File: src/rtl/scfifo_pkg.sv
// scfifo_pkg: shared types and the rotating-priority search used by the scfifo arbiters.
package scfifo_pkg;

    localparam int MAX_REQ   = 8;
    localparam int MAX_IDX_W = 3;

    typedef enum logic {IDLE, BURST} state_e;

    typedef struct packed {
        logic                 any;
        logic [MAX_IDX_W-1:0] idx;
    } pick_t;

    function automatic int req_idx_w(input int n);
        return (n > 1) ? $clog2(n) : 1;
    endfunction

    localparam int REQ_IDX_W = req_idx_w(4);

    // Walk downward so the last hit kept is the first set bit above ptr, wrapping mod n.
    function automatic pick_t rr_search(input logic [MAX_REQ-1:0] req, input int n,
                                        input logic [MAX_IDX_W-1:0] ptr);
        pick_t                p;
        logic [MAX_IDX_W-1:0] j;
        p = '0;
        for (int k = MAX_REQ; k >= 1; k--) begin
            j = MAX_IDX_W'((int'(ptr) + k) % n);
            if (k <= n && req[j]) begin
                p.any = 1'b1;
                p.idx = j;
            end
        end
        return p;
    endfunction

endpackage

File: src/rtl/scfifo_wr_arb_rr_pick.sv
// rr_pick: combinational rotating-priority encoder, highest priority just above rr_ptr.
module rr_pick
    import scfifo_pkg::*;
#(
    parameter int NUM_REQ = 4,
    parameter int IDX_W   = req_idx_w(NUM_REQ)
) (
    input  logic [NUM_REQ-1:0] req,
    input  logic [IDX_W-1:0]   rr_ptr,
    output logic [IDX_W-1:0]   winner,
    output logic               any
);

    pick_t p;

    assign p      = rr_search(MAX_REQ'(req), NUM_REQ, MAX_IDX_W'(rr_ptr));
    assign winner = IDX_W'(p.idx);
    assign any    = p.any;

endmodule

File: src/rtl/scfifo_wr_arb.sv
// scfifo_wr_arb: round-robin burst arbiter sharing one scfifo write port among NUM_REQ producers.
module scfifo_wr_arb
    import scfifo_pkg::*;
#(
    parameter int NUM_REQ   = 4,
    parameter int I_WIDTH   = 32,
    parameter int MAX_BURST = 8
) (
    input  logic                         clk,
    input  logic                         rst_n,
    input  logic [NUM_REQ-1:0]           req,
    input  logic [NUM_REQ*I_WIDTH-1:0]   req_din,
    input  logic [NUM_REQ-1:0]           req_last,
    output logic [NUM_REQ-1:0]           gnt,
    output logic [NUM_REQ-1:0]           req_ack,
    output logic                         fifo_wr_en,
    output logic [I_WIDTH-1:0]           fifo_din,
    input  logic                         fifo_full,
    input  logic                         fifo_clr,
    output logic                         busy,
    output logic [req_idx_w(NUM_REQ)-1:0] grant_id
);

    localparam int IW = req_idx_w(NUM_REQ);
    localparam int CW = $clog2(MAX_BURST) + 1;

    state_e             state_q;
    logic [NUM_REQ-1:0] gnt_q;
    logic               busy_q;
    logic [IW-1:0]      grant_id_q;
    logic [IW-1:0]      rr_ptr_q;
    logic [CW-1:0]      burst_cnt_q;
    logic [IW-1:0]      winner;
    logic               any;
    logic               req_g;
    logic               xfer;
    logic               done;

    rr_pick #(.NUM_REQ(NUM_REQ), .IDX_W(IW)) u_pick (
        .req   (req),
        .rr_ptr(rr_ptr_q),
        .winner(winner),
        .any   (any)
    );

    assign req_g      = req[grant_id_q];
    assign xfer       = (state_q == BURST) && req_g && !fifo_full;
    assign done       = !req_g || (xfer && (req_last[grant_id_q] || burst_cnt_q == CW'(MAX_BURST - 1)));
    assign fifo_wr_en = xfer;
    assign req_ack    = xfer ? gnt_q : '0;
    assign fifo_din   = req_din[grant_id_q*I_WIDTH +: I_WIDTH];
    assign gnt        = gnt_q;
    assign busy       = busy_q;
    assign grant_id   = grant_id_q;

    // fifo_clr behaves like reset but keeps grant_id pointing at the last grantee.
    always_ff @(posedge clk) begin
        if (!rst_n || fifo_clr) begin
            state_q     <= IDLE;
            gnt_q       <= '0;
            busy_q      <= 1'b0;
            rr_ptr_q    <= IW'(NUM_REQ - 1);
            burst_cnt_q <= '0;
            if (!rst_n) grant_id_q <= '0;
        end else if (state_q == IDLE) begin
            if (any) begin
                state_q     <= BURST;
                gnt_q       <= NUM_REQ'(1) << winner;
                busy_q      <= 1'b1;
                grant_id_q  <= winner;
                burst_cnt_q <= '0;
            end
        end else if (done) begin
            state_q  <= IDLE;
            gnt_q    <= '0;
            busy_q   <= 1'b0;
            rr_ptr_q <= grant_id_q;
        end else if (xfer) begin
            burst_cnt_q <= burst_cnt_q + 1'b1;
        end
    end

endmodule

File: config.mk
export PLATFORM = sky130hd
export DESIGN_NAME = scfifo_wr_arb
export DESIGN_NICKNAME = d
export VERILOG_FILES = /design/src/rtl/scfifo_pkg.sv /design/src/rtl/scfifo_wr_arb_rr_pick.sv /design/src/rtl/scfifo_wr_arb.sv
export SDC_FILE = /design/constraint.sdc
export NUM_CORES = 1
export LEC_CHECK = 0
export ABC_AREA = 1
export ABC_CLOCK_PERIOD_IN_PS = 1800
export CORE_MARGIN = 1.5
export CORE_UTILIZATION = 30
export CTS_CLUSTER_DIAMETER = 40
export CTS_CLUSTER_SIZE = 24
export DETAILED_ROUTE_END_ITERATION = 7
export PLACE_DENSITY = 0.9
export REMOVE_ABC_BUFFERS = 1
export SLEW_MARGIN = 20
export SYNTH_ARGS = -nofsm -noshare
export SYNTH_HDL_FRONTEND = slang
export SYNTH_SLANG_ARGS = --single-unit
File: constraint.sdc
create_clock -name clk -period 1.8 [get_ports clk]
set_input_delay 0.27 -clock clk [delete_from_list [all_inputs] [get_ports clk]]
set_output_delay 0.27 -clock clk [all_outputs]
set_load 0.02 [all_outputs]
# Word level (Yosys, flattened, before mapping)
# Cells that the tools add are included.
word_totals:
  reg_bits: 14
  inputBits: 140
  output_inout_bits: 44
  elab_cells: 81
classes:
  add_sub_neg: 5
  magnitude_cmp: 5
  eq_ne: 6
  shift: 2
  mux: 34
  bitwise_logic: 4
  n_reduce_logical: 19
op_table:
  columns: ["cell", "count"]
  rows:
  - ["128-bit by 8-bit indexed part select with 32-bit output", 1]
  - ["4-bit 2-to-1 mux", 12]
  - ["3-bit by 4-bit less-than comparator with 1-bit output, second input constant", 4]
  - ["1-bit binary-select mux with 3-bit select", 4]
  - ["1-bit 2-to-1 mux", 12]
  - ["2-bit 2-to-1 mux", 4]
  - ["2-bit OR reduction", 4]
  - ["2-bit by 1-bit inequality test with 1-bit output, second input constant", 3]
  - ["3-bit AND reduction", 2]
  - ["2-bit by 1-bit adder with 2-bit output, second input constant", 2]
  - ["2-bit adder, second input constant", 2]
  - ["4-bit by 1-bit adder with 4-bit output, second input constant", 1]
  - ["1-bit AND, first input constant", 4]
  - ["1-bit binary-select mux with 2-bit select", 2]
  - ["4-bit by 3-bit == test with 1-bit output, second input constant", 1]
  - ["2-bit inequality test, second input constant", 2]
  - ["2-bit AND reduction", 2]
  - ["2-bit nonzero test", 2]
  - ["1-bit by 2-bit left shift with 4-bit output, first input constant", 1]
  - ["1-bit logical AND", 3]
  - ["1-bit zero test", 3]
  - ["1-bit logical OR", 3]
  - ["2-bit by 3-bit less-than comparator with 1-bit output, second input constant", 1]

# Longest topological paths before layout
# Gate-level depths: netlist of the first run.
depth:
  word_depth: 12
  mapped_depth: 12
  ltp_nobuf: 11

# Modules after synthesis
# From an unflattened synthesis of the first run, not the netlist that was laid out.
hier_totals:
  hier_cells: 336
  area_unflattened_um2: 1885.6
by_module_without_submodules:
  columns: ["mod", "n_inst", "cells_each", "area_per_inst_um2", "seq_area_each_um2"]
  rows:
  - ["scfifo_wr_arb", 1, 288, 1645.3, 300.3]
  - ["rr_pick", 1, 48, 240.2, 0.0]

# Worst setup path after synthesis of the first run
# OpenSTA, ideal clock, no wires.
synth_timing:
  kind: "reg2out"
  from: "register grant_id_q[0] (netlist: grant_id[0])"
  to: "output req_ack[0]"
  arrival_ps: 1613
  required_ps: 1530
  setup_slack_ps: -83
  path_stages_with_launch: 8
  n_path_buf: 0
  cell_sequence: "edfxtp_1 -> inv_2 -> nand2_1 -> nand3_1 -> nand2_1 -> nor3_4 -> inv_1 -> nor2_1"
synth_via:
  elab_chain_len: 5
synth_lines:
  columns: ["item", "line", "source"]
  rows:
  - ["start: declaration", "scfifo_wr_arb.sv:30", "logic [IW-1:0] grant_id_q;"]
  - ["start signal: assignment", "scfifo_wr_arb.sv:70", "grant_id_q <= winner;"]
  - ["1-bit binary-select mux with 2-bit select", "scfifo_wr_arb.sv:46", "assign req_g = req[grant_id_q];"]
  - ["1-bit 2-to-1 mux (implied by the code)", "scfifo_wr_arb.sv:46", null]
  - ["1-bit logical AND (2 in series)", "scfifo_wr_arb.sv:47", "assign xfer = (state_q == BURST) && req_g && !fifo_full;"]
  - ["named net fifo_wr_en", "scfifo_wr_arb.sv:16", "output logic fifo_wr_en,"]
  - ["4-bit 2-to-1 mux", "scfifo_wr_arb.sv:50", "assign req_ack = xfer ? gnt_q : '0;"]
  - ["end: declaration", "scfifo_wr_arb.sv:15", "output logic [NUM_REQ-1:0] req_ack,"]
# The timed path passes the listed nets, and every way through them passes these cells. The select of a mux whose other input is x is not followed.

# Worst setup path after layout of the first run
layout_timing:
  from: "register grant_id_q[0] (netlist: grant_id[0])"
  to: "output req_ack[3]"
layout_via:
  elab_chain_len: 5
layout_lines:
  columns: ["item", "line"]
  rows:
  - ["1-bit binary-select mux with 2-bit select", "scfifo_wr_arb.sv:46"]
  - ["1-bit 2-to-1 mux (implied by the code)", "scfifo_wr_arb.sv:46"]
  - ["1-bit logical AND (2 in series)", "scfifo_wr_arb.sv:47"]
  - ["4-bit 2-to-1 mux", "scfifo_wr_arb.sv:50"]
# No other way between the ends. The select of a mux whose other input is x is not followed.

==> flow_metrics.tcl, run 1 <==
set metrics [dict create \
    run_status "complete, but fails checks" \
    failed_checks "negative setup slack" \
    critPathCaptureType "primary output" \
    initial_core_util_pct 31.0 \
    p_per_area_nw_per_um2 500 \
    cts_made_buffers 3 \
    numPortBuffers 183 \
    syn_area_um2 1830 \
    path_clk_slew_ns 0.06 \
    achievable-frequency_mhz 527 \
    htree_num_levels 1 \
    grt_max_degree 34 \
    route.met2.wl_um 4800 \
    slew_headroom_pct 78.7 \
    nets 672 \
    wl_met1_um 3360 \
    final_max_slew_viol_count 0 \
    hold_class "flop to flop" \
    grt_util_all_layers_pct 25.3 \
    globalRouteOverflowTotal 0 \
    pre_cts_slack_ns -0.455 \
    avgSynthCellArea_um2 5.50 \
    final_cells 606 \
    synth-main-ff-cell "dfxtp_1" \
    peakVddDrop_mv 0.309 \
    gp_congestion 0.883 \
    ys_top_cells_by_area "o21ai_0 19%, nor2_1 16%, dfxtp_1 13%, o22ai_1 11%, nand2_1 9.5%" \
    ys_seq_elements 14 \
    critPathLaunchType "flop" \
    min_period_ns 1.90 \
    hpwl_um 7030 \
    wire_per_inst_um 15.2 \
    ff_latch_area_um2 302 \
    die_area_um2 6570 \
    synth_edf_count 2 \
    maxCapViolCount 0 \
    top_layer "met4" \
    final_layout_size_suffix_gt1_share_pct 22.5 \
    final_util_pct 68.6 \
    setup-tns-final_ns -0.533 \
    area_growth_pct 121 \
    die_h_um 81.0 \
    antenna_found_initial 1 \
    setup_ws_ns -0.0983 \
    drt-initial-drc-count 124 \
    synth_cell_types 27 \
    synthCells 332 \
    ys_warn_count 0 \
    drt_first_pass_iters 5 \
    fin_crit_sh_pct 105 \
    async_flop_share_pct 0 \
    routed_via_density 5.03 \
    worstSetupPathType "flop to primary output" \
    numClockSinks 14 \
    cts_buffer_depth 2 \
    setup_viol 15 \
    final_common_cell "clkdlybuf4s50_1" \
    grt_pass1_wl_um 13100 \
    multi_input_area_um2 1410 \
    io_pins 184 \
    synth_top_area_share_pct 18.9 \
    cp.required_ns 1.53 \
    path_max_fanout 4 \
    finalPower_mw 2.02 \
    wl_um 9210 \
    drc 0 \
    wl_met3_um 727 \
    cts_tree "done" \
    die-width_um 81.0 \
    fillers 503 \
    clock_skew_ns 0.00525 \
    rsz0062_at_grt "true" \
    final_cell_mix "143 x clkdlybuf4s50_1, 73 x nor2_1, 56 x o21ai_0, 54 x buf_4, 39 x nand2_1" \
    synth_top_area_cell "o21ai_0" \
    cp.arrival_ns 1.63 \
    dp_cells 595 \
    vias 3051 \
    grt_pass1_vias 2866 \
    cellLeakagePower_nw 1.74 \
    tightest_slew_ns 0.319 \
    floorplan.core_area_um2 5890 \
    clock-root-buffer "clkbuf_8" \
    final-hold-violation-count 0 \
    clock_latency_ns 0.25 \
    rows 28 \
    synth-seq-area-share_pct 16.4 \
    ant_nets 0 \
]
[repair_timing]
| action | CTS | global route |
|---|---|---|
| setup endpoints to repair | 38 | 29 |
| gates cloned | 0 | 2 |
| hold buffers | 0 | 0 |
| setup buffers | 1 | 5 |
| resized for setup | 176 | 56 |
| pin swaps | 0 | 12 |
| hold endpoints to repair | 0 | 0 |
[per-layer routing]
| metal | vias up | track usage [%] |
|---|---|---|
| li1 | 1531 | - |
| met1 | 1379 | 25.2 |
| met2 | 115 | 49.8 |
| met3 | 26 | 5.62 |
| met4 | 0 | 10.3 |
| met5 | - | 0 |
[Yosys cell counts, types with 2 or more instances]
cell type / n
nor2_1: 77
o21ai_0: 69
nand2_1: 46
o22ai_1: 32
nand3_1: 20
inv_1: 19
clkbuf_1: 17
dfxtp_1: 12
a21oi_1: 7
nand2_2: 7
inv_2: 3
buf_6: 2
edfxtp_1: 2
inv_4: 2
nand2_4: 2
nor2_2: 2
nor2_4: 2
o21ai_2: 2
[area by class of cell]
type,count,area share [%]
Timing Repair Buffer,216,51.6
Clock buffer,3,1.02
Antenna cell,1,0.0620
Multi-Input combinational cell,272,35.0
Inverter,24,2.42
Tap cell,75,2.32
Clock inverter,1,0.0930
Sequential cell,14,7.47
[flip-flops by register name, summed over array words and instances, names as in the netlist]
signal	cells
burst_cnt_q	4
gnt	4
grant_id	2
rr_ptr_q	2
busy	1
state_q	1
[worst paths after layout]
path         slack [ns]   startpoint  cells after the start              to
max                -0.1  grant_id[0]                      8      req_ack[3]
min                0.48         busy                      2            busy
min reg2reg        0.48         busy                      2            busy
max reg2reg        0.07  grant_id[0]                     12  burst_cnt_q[2]
[report_power, final]
group	internal, mW	switching [mW]	total [mW]
Combinational	0.710	0.689	1.40
Sequential	0.334	0.0169	0.351
Clock	0.151	0.117	0.268
[cells by family after synthesis]
logic type / share of synthesized area (%)
AOI/OAI and AO/OA: 34.5
and+or+nand+nor: 37.6
adders and majority gates: 0.685
buffers and inverters: 10.8
DFF: 16.4
[per-stage QoR]
step	hold slack (ns)	instance area [um^2]
detailed placement	0.473	3900
floorplan	0.447	1720
CTS	0.481	3810
global route	0.518	4040
global placement	0.463	3900
finish	0.484	4040
[critical path, cell delays in order (launching register included)]
cell and delay [ns]:
edfxtp_1 0.44, buf_6 0.16, nand2_2 0.05, nand3_2 0.10, nand2_4 0.07, nor3_4 0.20, inv_2 0.09, nor2_1 0.11
buf_4 0.15
Note: power is estimated with default switching activity, not from simulation.
==> run 2: changes to the inputs <==
CTS_CLUSTER_DIAMETER = not set   (was 40)
GPL_TIMING_DRIVEN = 0   (was not set)
==> run 2 against run 1 <==
The run still ends with negative setup slack left. Final area rose by 10%. Sequential cell count is the same. Fmax fell by 3.9%. Non-clock buffer count rose by 3. First-iteration DRC count fell by 15%. Clock skew decreased by 0.0040 ns. Setup slack got worse by 0.078 ns. Die area unchanged. Largest cell class unchanged. Wire length grew 17%. Critical path depth unchanged.
==> flow_metrics.tcl, run 2 (synthesis gave the netlist of run 1 again) <==
set metrics [dict create \
    tightest_slew_ns 0.479 \
    path_max_fanout 8 \
    die_h_um 81.0 \
    wl_um 10800 \
    path_clk_slew_ns 0.06 \
    final_cell_mix "144 x clkdlybuf4s50_1, 76 x nor2_1, 44 x buf_4, 39 x nand2_1, 27 x o21ai_2" \
    clock_latency_ns 0.25 \
    path_cells "buf_6 -> buf_12 -> clkinvlp_4 -> buf_12 -> clkbuf_16 -> o21ai_1 -> o22ai_1 -> buf_4" \
    cts_buffer_depth 2 \
    cp_slowest_stage_delay_ns 0.40 \
    clock_skew_ns 0.00129 \
    r2r_start "grant_id[1]" \
    slowest_stage "edfxtp_1" \
    routed_via_density 5.32 \
    grt_max_degree 35 \
    p_sw_uw 955 \
    whs_endpoint "gnt[0]" \
    die_area_um2 6570 \
    die-width_um 81.0 \
    swShare_pct 41.7 \
    final_layout_size_suffix_gt1_share_pct 29.8 \
    ff2ff_setup_slack_ns 0 \
    worstSetupPathType "flop to primary output" \
    cellLeakagePower_nw 1.88 \
    grt_util_all_layers_pct 28.6 \
    run_status "complete, but fails checks" \
    placed_cell_area_um2 3710 \
    ant_nets 0 \
    p_per_area_nw_per_um2 515 \
    setup-tns-final_ns -2.24 \
    final_cell_area_um2 4450 \
    setup_ws_ns -0.176 \
    slew_headroom_pct 68.0 \
    fin_crit_sh_pct 110 \
    cts_tree "done" \
    worst_r2r_endpoint "gnt[1]" \
    vias 3260 \
    holdBufCountCts 0 \
    achievable-frequency_mhz 506 \
    initial_core_util_pct 31.0 \
    rows 28 \
    r2r_cells 12 \
    htree_num_levels 1 \
    nets 679 \
    crit_start "grant_id[1]" \
    sequentialPowerShare_pct 15.3 \
    min_period_ns 1.98 \
    fillers 438 \
    grt_pass1_vias 3039 \
    critPathLaunchType "flop" \
    rsz0062_at_grt "true" \
    min_from "gnt[0]" \
    wire_per_inst_um 17.6 \
    critPathCaptureType "primary output" \
    drt_first_pass_iters 5 \
    hpwl_um 6850 \
    numPortBuffers 183 \
    final-hold-violation-count 0 \
    hold_class "flop to flop" \
    failed_checks "negative setup slack" \
    drc 0 \
    clock-root-buffer "clkbuf_8" \
    floorplan.core_area_um2 5890 \
    area_growth_pct 144 \
    cts_made_buffers 3 \
    maxCapViolCount 0 \
    globalRouteOverflowTotal 0 \
    antenna_found_initial 1 \
    numClockSinks 14 \
    peakVddDrop_mv 0.506 \
    clock_power_share_pct 11.6 \
    final_common_cell "clkdlybuf4s50_1" \
    cpMostUsedCell "buf_12" \
    p_int_mw 1.34 \
    io_pins 184 \
    grt_pass1_wl_um 14500 \
    drt-initial-drc-count 105 \
    cp.required_ns 1.53 \
    power_frac_comb_pct 73.1 \
    final_max_slew_viol_count 0 \
    setup_viol 34 \
    gp_congestion 0.831 \
    cp.arrival_ns 1.71 \
    min_path_cells 2 \
]
==> run 2: power groups by stage <==
| stage | logic (mW) | clock network (mW) | registers, mW |
|---|---|---|---|
| floorplan | 0.534 | 0 | 0.404 |
| global placement | 1.18 | 0 | 0.417 |
| detailed placement | 1.26 | 0 | 0.383 |
| CTS | 1.42 | 0.269 | 0.350 |
| global route | 1.77 | 0.288 | 0.353 |
| finish | 1.67 | 0.266 | 0.351 |
==> run 2: routing by layer <==
| metal | global-route usage [%] | vias up | part of all wire, % |
|---|---|---|---|
| li1 | - | 1542 | - |
| met1 | 29.3 | 1527 | 36 |
| met5 | 0 | - | 0 |
| met2 | 54.1 | 145 | 52 |
| met3 | 5.62 | 46 | 6.7 |
| met4 | 15.2 | 0 | 5.0 |
==> run 2: stage by stage <==
step | power (mW) | worst slack (ns) | cells | hold slack, ns | utilization, %
after floorplan | 0.938 | -1.25 | 310 | 0.447 | -
after global placement | 1.59 | -2.45 | 568 | 0.463 | 62.0
after detailed placement | 1.64 | -1.85 | 571 | 0.475 | 63.0
after CTS | 2.04 | -0.137 | 601 | 0.488 | 68.0
after global routing | 2.41 | -0.254 | 613 | 0.513 | 75.6
final | 2.29 | -0.176 | 613 | 0.480 | 75.6
==> run 2: worst max-delay path: cells and delay by family, from the launching register on <==
family / cells / cell delay [ns]
buffers and inverters: 6 / 0.83
DFF: 1 / 0.40
AOI/OAI and AO/OA: 2 / 0.23
==> run 2: worst max-delay path by stage <==
stage                  endpoint  slack, ns  cells after the start
floorplan            req_ack[0]      -1.25                      7
global placement     req_ack[2]      -2.45                      8
detailed placement   req_ack[3]      -1.85                      7
CTS                  req_ack[3]      -0.14                      9
global route        fifo_din[9]      -0.25                      8
finish              fifo_din[9]      -0.18                      8
==> run 2: layout make-up <==
| class | count | area, um^2 | share of cell area (%) |
|---|---|---|---|
| clock inverters | 1 | 3.75 | 0.0844 |
| repair inverters | 4 | 60.1 | 1.35 |
| repair buffers | 219 | 2240 | 50.4 |
| flip-flops and latches | 14 | 302 | 6.78 |
| clock buffers | 3 | 41.3 | 0.928 |
| multi-input cells | 272 | 1580 | 35.5 |
| well taps | 75 | 93.8 | 2.11 |
| diodes | 1 | 2.50 | 0.0562 |
| inverters | 24 | 125 | 2.81 |
==> run 2: timing repair <==
item	in CTS	in global routing
gates cloned	5	2
setup buffers	21	9
resized for setup	233	106
setup endpoints to repair	53	49
pin swaps	4	42
